**src/rtl/riscv_mem_pkg.sv**
```systemverilog
// riscv_mem_pkg: shared types and the default two-region map (bootrom, main memory) for riscv_mem_router.
package riscv_mem_pkg;
    typedef enum logic [1:0] {IDLE, BUSY_I, BUSY_D} region_state_t;
    typedef enum logic {PORT_I, PORT_D} port_id_t;
    localparam logic [63:0] DEF_REGION_BASE = {32'h0000_8000, 32'h0000_0000};
    localparam logic [63:0] DEF_REGION_MASK = {32'hFFFF_8000, 32'hFFFF_F000};
endpackage

```
**src/rtl/riscv_mem_region_port.sv**
```systemverilog
// riscv_mem_region_port: per-region arbiter, FSM and registered select/address towards one target.
// RISCV_MEM_ROUTER_RR_EN builds a round-robin pointer; otherwise dmem has fixed priority.
module riscv_mem_region_port
    import riscv_mem_pkg::*;
#(
    parameter int ADDR_W = 32
) (
    input  logic              clk,
    input  logic              rst_n,
    input  logic              i_req_i,
    input  logic              i_req_d,
    input  logic [ADDR_W-1:0] i_addr_i,
    input  logic [ADDR_W-1:0] i_addr_d,
    input  logic              i_mem_ready,
    output logic              o_select,
    output logic [ADDR_W-1:0] o_addr,
    output logic              o_done_i,
    output logic              o_done_d,
    output logic              o_busy_i,
    output logic              o_busy_d
);
    region_state_t     r_state, w_state_nxt;
    port_id_t          w_grant;
    logic              w_both;
    logic              r_select;
    logic [ADDR_W-1:0] r_addr;

    assign w_both = i_req_i & i_req_d;
`ifdef RISCV_MEM_ROUTER_RR_EN
    port_id_t r_ptr;
    assign w_grant = w_both ? r_ptr : (i_req_d ? PORT_D : PORT_I);
    // Only contended grants move the pointer, so a lone requester never steals the next turn.
    always_ff @(posedge clk or negedge rst_n) begin
        if (!rst_n)
            r_ptr <= PORT_D;
        else if (r_state == IDLE && w_both)
            r_ptr <= (w_grant == PORT_D) ? PORT_I : PORT_D;
    end
`else
    assign w_grant = i_req_d ? PORT_D : PORT_I;
`endif

    always_comb begin
        w_state_nxt = r_state;
        case (r_state)
            IDLE:    if (i_req_i | i_req_d) w_state_nxt = (w_grant == PORT_D) ? BUSY_D : BUSY_I;
            default: if (i_mem_ready) w_state_nxt = IDLE;
        endcase
    end

    always_ff @(posedge clk or negedge rst_n) begin
        if (!rst_n) begin
            r_state  <= IDLE;
            r_select <= 1'b0;
            r_addr   <= '0;
        end else begin
            r_state  <= w_state_nxt;
            r_select <= w_state_nxt != IDLE;
            if (r_state == IDLE && w_state_nxt != IDLE)
                r_addr <= (w_grant == PORT_D) ? i_addr_d : i_addr_i;
        end
    end

    assign o_select = r_select;
    assign o_addr   = r_addr;
    assign o_busy_i = r_state == BUSY_I;
    assign o_busy_d = r_state == BUSY_D;
    assign o_done_i = o_busy_i & i_mem_ready;
    assign o_done_d = o_busy_d & i_mem_ready;
endmodule

```
**src/rtl/riscv_mem_router.sv**
```systemverilog
// riscv_mem_router: registered base/mask router from the hart fetch and load ports to NUM_REGIONS targets.
// Unmapped addresses complete with a fault; RISCV_MEM_ROUTER_RR_EN enables per-region round-robin.
module riscv_mem_router
    import riscv_mem_pkg::*;
#(
    parameter int NUM_REGIONS = 2,
    parameter int ADDR_W      = 32,
    parameter int DATA_W      = 32,
    parameter logic [NUM_REGIONS*ADDR_W-1:0] REGION_BASE = DEF_REGION_BASE,
    parameter logic [NUM_REGIONS*ADDR_W-1:0] REGION_MASK = DEF_REGION_MASK
) (
    input  logic                          clk,
    input  logic                          rst_n,
    input  logic                          hart2imem_addr_valid,
    input  logic [ADDR_W-1:0]             hart2imem_addr,
    output logic                          imem2hart_data_ready,
    output logic [DATA_W-1:0]             imem2hart_data,
    output logic                          imem2hart_fault,
    input  logic                          hart2dmem_addr_valid,
    input  logic [ADDR_W-1:0]             hart2dmem_addr,
    output logic                          dmem2hart_data_ready,
    output logic [DATA_W-1:0]             dmem2hart_data,
    output logic                          dmem2hart_fault,
    output logic [NUM_REGIONS-1:0]        mmu2mem_select,
    output logic [NUM_REGIONS*ADDR_W-1:0] mmu2mem_addr,
    input  logic [NUM_REGIONS-1:0]        mem2mmu_data_ready,
    input  logic [NUM_REGIONS*DATA_W-1:0] mem2mmu_data
);
    logic [1:0]             w_valid, w_elig, w_fault, w_done;
    logic [ADDR_W-1:0]      w_addr [2];
    logic [NUM_REGIONS-1:0] w_hit [2];
    logic [NUM_REGIONS-1:0] w_req_i, w_req_d, w_done_i, w_done_d, w_busy_i, w_busy_d;
    logic [DATA_W-1:0]      w_data [2];
    logic [1:0]             r_ready, r_fault;
    logic [DATA_W-1:0]      r_data [2];

    assign w_valid   = {hart2dmem_addr_valid, hart2imem_addr_valid};
    assign w_addr[0] = hart2imem_addr;
    assign w_addr[1] = hart2dmem_addr;

    // Index 0 is the fetch port, 1 the load port; a port in flight or in its ready cycle is masked.
    always_comb begin
        for (int p = 0; p < 2; p++) begin
            w_hit[p] = '0;
            for (int r = NUM_REGIONS - 1; r >= 0; r--)
                if ((w_addr[p] & REGION_MASK[r*ADDR_W +: ADDR_W]) == REGION_BASE[r*ADDR_W +: ADDR_W])
                    w_hit[p] = NUM_REGIONS'(1) << r;
        end
        w_elig[0] = w_valid[0] & ~|w_busy_i & ~r_ready[0];
        w_elig[1] = w_valid[1] & ~|w_busy_d & ~r_ready[1];
        w_req_i   = {NUM_REGIONS{w_elig[0]}} & w_hit[0];
        w_req_d   = {NUM_REGIONS{w_elig[1]}} & w_hit[1];
        w_fault   = w_elig & {~|w_hit[1], ~|w_hit[0]};
        w_done    = {|w_done_d, |w_done_i};
        w_data[0] = '0;
        w_data[1] = '0;
        for (int r = 0; r < NUM_REGIONS; r++) begin
            if (w_done_i[r]) w_data[0] = w_data[0] | mem2mmu_data[r*DATA_W +: DATA_W];
            if (w_done_d[r]) w_data[1] = w_data[1] | mem2mmu_data[r*DATA_W +: DATA_W];
        end
    end

    always_ff @(posedge clk or negedge rst_n) begin
        if (!rst_n) begin
            r_ready   <= '0;
            r_fault   <= '0;
            r_data[0] <= '0;
            r_data[1] <= '0;
        end else begin
            r_ready   <= w_done | w_fault;
            r_fault   <= w_fault;
            r_data[0] <= w_data[0];
            r_data[1] <= w_data[1];
        end
    end

    for (genvar r = 0; r < NUM_REGIONS; r++) begin : g_region
        riscv_mem_region_port #(.ADDR_W(ADDR_W)) u_port (
            .clk        (clk),
            .rst_n      (rst_n),
            .i_req_i    (w_req_i[r]),
            .i_req_d    (w_req_d[r]),
            .i_addr_i   (hart2imem_addr),
            .i_addr_d   (hart2dmem_addr),
            .i_mem_ready(mem2mmu_data_ready[r]),
            .o_select   (mmu2mem_select[r]),
            .o_addr     (mmu2mem_addr[r*ADDR_W +: ADDR_W]),
            .o_done_i   (w_done_i[r]),
            .o_done_d   (w_done_d[r]),
            .o_busy_i   (w_busy_i[r]),
            .o_busy_d   (w_busy_d[r])
        );
    end

    assign imem2hart_data_ready = r_ready[0];
    assign imem2hart_fault      = r_fault[0];
    assign imem2hart_data       = r_data[0];
    assign dmem2hart_data_ready = r_ready[1];
    assign dmem2hart_fault      = r_fault[1];
    assign dmem2hart_data       = r_data[1];
endmodule
```
**config.mk**
```make
export PLATFORM = sky130hd
export DESIGN_NAME = riscv_mem_router
export DESIGN_NICKNAME = d
export VERILOG_FILES = /design/src/rtl/riscv_mem_pkg.sv /design/src/rtl/riscv_mem_region_port.sv /design/src/rtl/riscv_mem_router.sv
export SDC_FILE = /design/constraint.sdc
export NUM_CORES = 1
export LEC_CHECK = 0
export ABC_AREA = 1
export CAP_MARGIN = 0
export CORE_MARGIN = 8
export CORE_UTILIZATION = 40
export CTS_BUF_LIST = sky130_fd_sc_hd__clkbuf_8
export CTS_CLUSTER_DIAMETER = 80
export DETAILED_ROUTE_END_ITERATION = 10
export GPL_TIMING_DRIVEN = 0
export HOLD_SLACK_MARGIN = 0.15
export MAX_ROUTING_LAYER = met4
export PLACE_DENSITY_LB_ADDON = 0.3
export SYNTH_ARGS = -nofsm -noshare
export SYNTH_HDL_FRONTEND = slang
export SYNTH_HIERARCHICAL = 1
export SYNTH_SLANG_ARGS = --single-unit
```
**constraint.sdc**
```tcl
create_clock -name clk -period 1.9 [get_ports clk]
set_input_delay 0.285 -clock clk [delete_from_list [all_inputs] [get_ports clk]]
set_output_delay 0.285 -clock clk [all_outputs]
set_load 0.02 [all_outputs]
```
==> results of run 1 <==
==> report_power, final <==
part	internal, µW	switching (µW)	total, µW
Clock	1330	1240	2570
Sequential	2940	3.81	2940
Combinational	318	262	579
Total	4590	1510	6090
==> metal layers <==
layer | track usage, % | wire length, µm | up-vias
li1 | - | - | 3204
met1 | 26.1 | 9030 | 3083
met2 | 39.2 | 11800 | 303
met3 | 6.47 | 2240 | 39
met4 | 7.75 | 546 | 0
met5 | - | 0 | -
==> placed cells by master, fill, tap and decap left out, types with 4 or more instances in the layout <==
| cell | Yosys | layout |
|---|---|---|
| buf_2 | 24 | 15 |
| dfrtp_1 | 138 | 136 |
| buf_6 | 6 | 19 |
| clkbuf_8 | 0 | 17 |
| nor2_4 | 4 | 6 |
| dlygate4sd2_1 | 0 | 6 |
| o22ai_1 | 64 | 64 |
| nor2_1 | 43 | 37 |
| clkdlybuf4s50_1 | 0 | 260 |
| buf_4 | 2 | 32 |
| inv_2 | 3 | 6 |
| inv_1 | 151 | 149 |
| nand2_1 | 213 | 185 |
| inv_6 | 0 | 5 |
| buf_1 | 6 | 6 |
| nor2_2 | 0 | 4 |
| nand2_2 | 10 | 36 |
| o21ai_0 | 64 | 64 |
| nand3_1 | 68 | 68 |
| clkbuf_1 | 6 | 5 |
==> sequential cells by signal, indices dropped and copies added (netlist names) <==
register,cells
dmem2hart_data,32
g_region.u_port/o_addr,64
r_fault,2
g_region.u_port/r_state,4
g_region.u_port/o_select,2
imem2hart_data,32
r_ready,2
==> through the flow <==
stage                     instance area, µm²  std cells  setup TNS [ns]  hold slack [ns]
after detailed placement                9520       1300          -40.75            0.309
final                                  10400       1369           -3.12            0.379
after CTS                              10300       1370          -0.215            0.358
after floorplan                         6540        816               0          -0.0106
after global routing                   10400       1368           -9.35            0.378
after global placement                  9490       1299         -726.48            0.454
==> final cells by class <==
cell class | instances | area [µm²] | area share (%)
Sequential cell | 138 | 3460 | 33.1
Timing Repair Buffer | 305 | 3020 | 29.0
Multi-Input combinational cell | 480 | 2410 | 23.1
Inverter | 154 | 578 | 5.54
Buffer | 43 | 275 | 2.64
Tap cell | 216 | 270 | 2.59
Clock buffer | 17 | 234 | 2.24
Clock inverter | 15 | 186 | 1.79
Antenna cell | 1 | 2.50 | 0.0240
==> worst max-delay path: cells and delay by family <==
kind                   cells  cell delay (ns)
AOI/OAI and AO/OA          1             0.18
buffers and inverters      4             0.87
and+or+nand+nor           10             1.02
==> repair_timing <==
action	4_1_cts	5_1_grt
endpoints found under the hold margin	65	0
pin swaps	14	5
gates cloned	5	0
hold buffers	1	0
resized for setup	46	36
buffers inserted	32	3
setup endpoints to repair	64	67
==> how the worst min path moves through the flow <==
stage / cells past startpoint / to / startpoint / slack, ns
floorplan: 0 / dmem2hart_data[0]$_DFF_PN0_ / rst_n / -0.01
global placement: 2 / g_region[0].u_port/o_addr[6]$_DFFE_PN0P_ / g_region[0].u_port/o_addr[6]$_DFFE_PN0P_ / 0.45
detailed placement: 1 / dmem2hart_data[24]$_DFF_PN0_ / rst_n / 0.31
CTS: 5 / g_region[0].u_port/o_addr[26]$_DFFE_PN0P_ / hart2dmem_addr[26] / 0.36
global route: 3 / imem2hart_data[9]$_DFF_PN0_ / mem2mmu_data[41] / 0.38
finish: 5 / g_region[0].u_port/o_addr[26]$_DFFE_PN0P_ / hart2dmem_addr[26] / 0.38
==> cells by family (layout without fill, tap and decap cells) <==
| group | Yosys count | after routing | share of synthesized area, % |
|---|---|---|---|
| buffers and inverters | 198 | 534 | 12.6 |
| other | 0 | 1 | 0 |
| AOI/OAI and AO/OA | 130 | 130 | 11.6 |
| DFF | 138 | 138 | 52.8 |
| and+or+nand+nor | 350 | 350 | 23.0 |
==> results.json, run 1 <==
{
  "run_status": "complete, but fails checks",
  "failing_checks": "negative setup slack",
  "ff2ff_setup_slack_ns": -0.06,
  "hpwlAfterDp_mm": 17.8,
  "criticalPathCategory": "in -> reg",
  "antenna_violations_before_repair": 0,
  "place.gp.congestion": 0.930,
  "synth.avg_cell_area_um2": 8.02,
  "detail_route.wirelength_mm": 23.6,
  "share_of_cells_above_drive_strength_1_pct": 14.4,
  "share_of_yosys_cell_area_claimed_by_the_top_area_cell_type_pct": 52.8,
  "cells_traversed_along_the_worst_timing_path": "clkdlybuf4s50_1, nor2_1, nand2_1, nor2_2, nand3_4, nor2_4, buf_6, nor2_1, nand2_1, nand2_2, o21bai_4, buf_12, buf_6, nand2_1, nand2_1",
  "clockBufferDepth": 2,
  "postSynth.topFlopCell": "dfrtp_1",
  "setup_violations": 63,
  "global_route_wire_length_before_repair_mm": 35.7,
  "number_of_cells_on_the_worst_reg_to_reg_path": 16,
  "timing.final.crit_share_pct": 103,
  "areaGrowthSynthToFinish_pct": 59.4,
  "firstDrtPassIters": 5,
  "synth_top_area_cell": "dfrtp_1",
  "finish.utilization_pct": 65.4,
  "setup.worst_path.start_class": "input pin",
  "synth.yosys.seq_area_share_pct": 52.8,
  "via_count_of_the_first_global_routing_pass": 6788,
  "cell_with_the_most_instances_after_synthesis": "nand2_1",
  "core_area_um2": 15900,
  "yosysWarningCount": 6,
  "globalRouteTotalUtil_pct": 23.2,
  "clock-root-buffer": "clkbuf_8",
  "largest_incremental_delay_on_the_critical_path_ns": 0.46,
  "critical_path.slowest_cell": "clkdlybuf4s50_1",
  "place_ws_ns": -0.681,
  "cts_tree": "yes",
  "worst_setup_slack_after_layout_ns": -0.0656,
  "placementRows": 46,
  "vias_per_cell": 4.84,
  "final_max_slew_viol_count": 0,
  "cts_buffers": 17,
  "fin_worst_skew_ns": 0.00852,
  "port_buffers": 267,
  "ys_ff_latch": 138,
  "critical-path-top-cell-by-count": "nand2_1",
  "num_vias": 6629,
  "synth_cell_types": 22,
  "report.final.hold_viol_count": 0,
  "rsz0062_at_grt": "yes",
  "detail_route.wl_per_cell_um": 17.2,
  "max_cap_violations": 0,
  "post-layout-total-power_uw": 6090,
  "synthCells": 816,
  "crit_path_start": "hart2dmem_addr[16]",
  "synth-async-reset-ratio_pct": 100,
  "postRouteAntennaNets": 0,
  "worst_slew_margin_rel_pct": 59.1,
  "finalCriticalPeriod_ns": 1.97,
  "cp_max_fo": 10,
  "filler_cells": 1405,
  "floorplan.initialDensity_pct": 41.0,
  "global_route.overflow_total": 0,
  "worst_skew_pair.late_latency_ns": 0.45,
  "end_kind": "flop",
  "first_iter_violations": 439,
  "die_x_um": 144,
  "critical_path.reg2reg.startpoint": "g_region[1].u_port/r_state[1]$_DFF_PN0_",
  "cp.required_ns": 2.29,
  "tritoncts_num_sinks": 138,
  "leakagePower_uw": 0.00521,
  "ports_placed_on_the_boundary": 268,
  "highest_achievable_clock_rate_mhz": 509,
  "vdd.ir_drop.worst_mv": 0.398,
  "synth_area_leaders": "dfrtp_1 53%, nand2_1 12%, inv_1 8.7%",
  "clk_pin_slew_worst_paths_ns": 0.08,
  "fp.dieArea_um2": 20700,
  "drc_markers": 0,
  "mapped_cell_area_um2": 6540,
  "timing.critical_path.arrival_ns": 2.35,
  "r2r_end": "g_region[1].u_port/o_addr[7]$_DFFE_PN0P_",
  "power_per_cell_area_nw_per_um2": 584,
  "syn_nets": 950,
  "fp.dieH_um": 144,
  "synth_common_cells": "213 x nand2_1, 151 x inv_1, 138 x dfrtp_1",
  "pin_slew_with_the_least_headroom_to_its_limit_ns": 0.613,
  "cp-endpoint": "g_region[0].u_port/o_addr[31]$_DFFE_PN0P_",
  "maximum_number_of_pins_on_one_net_before_global_route_repair": 74,
  "count_of_nets_after_finishing": 1273,
  "synth-edff-count": 0,
  "ctsHtreeMaxLevel": 4,
  "hold_path_class": "in -> reg"
}
Note: power is estimated with default switching activity, not from simulation.
==> run 2: changes to the inputs <==
- GPL_ROUTABILITY_DRIVEN: default -> 1
- TNS_END_PERCENT: default -> 100
==> results of run 2 <==
The final DEF is identical to that of run 1; final timing and power are the same.
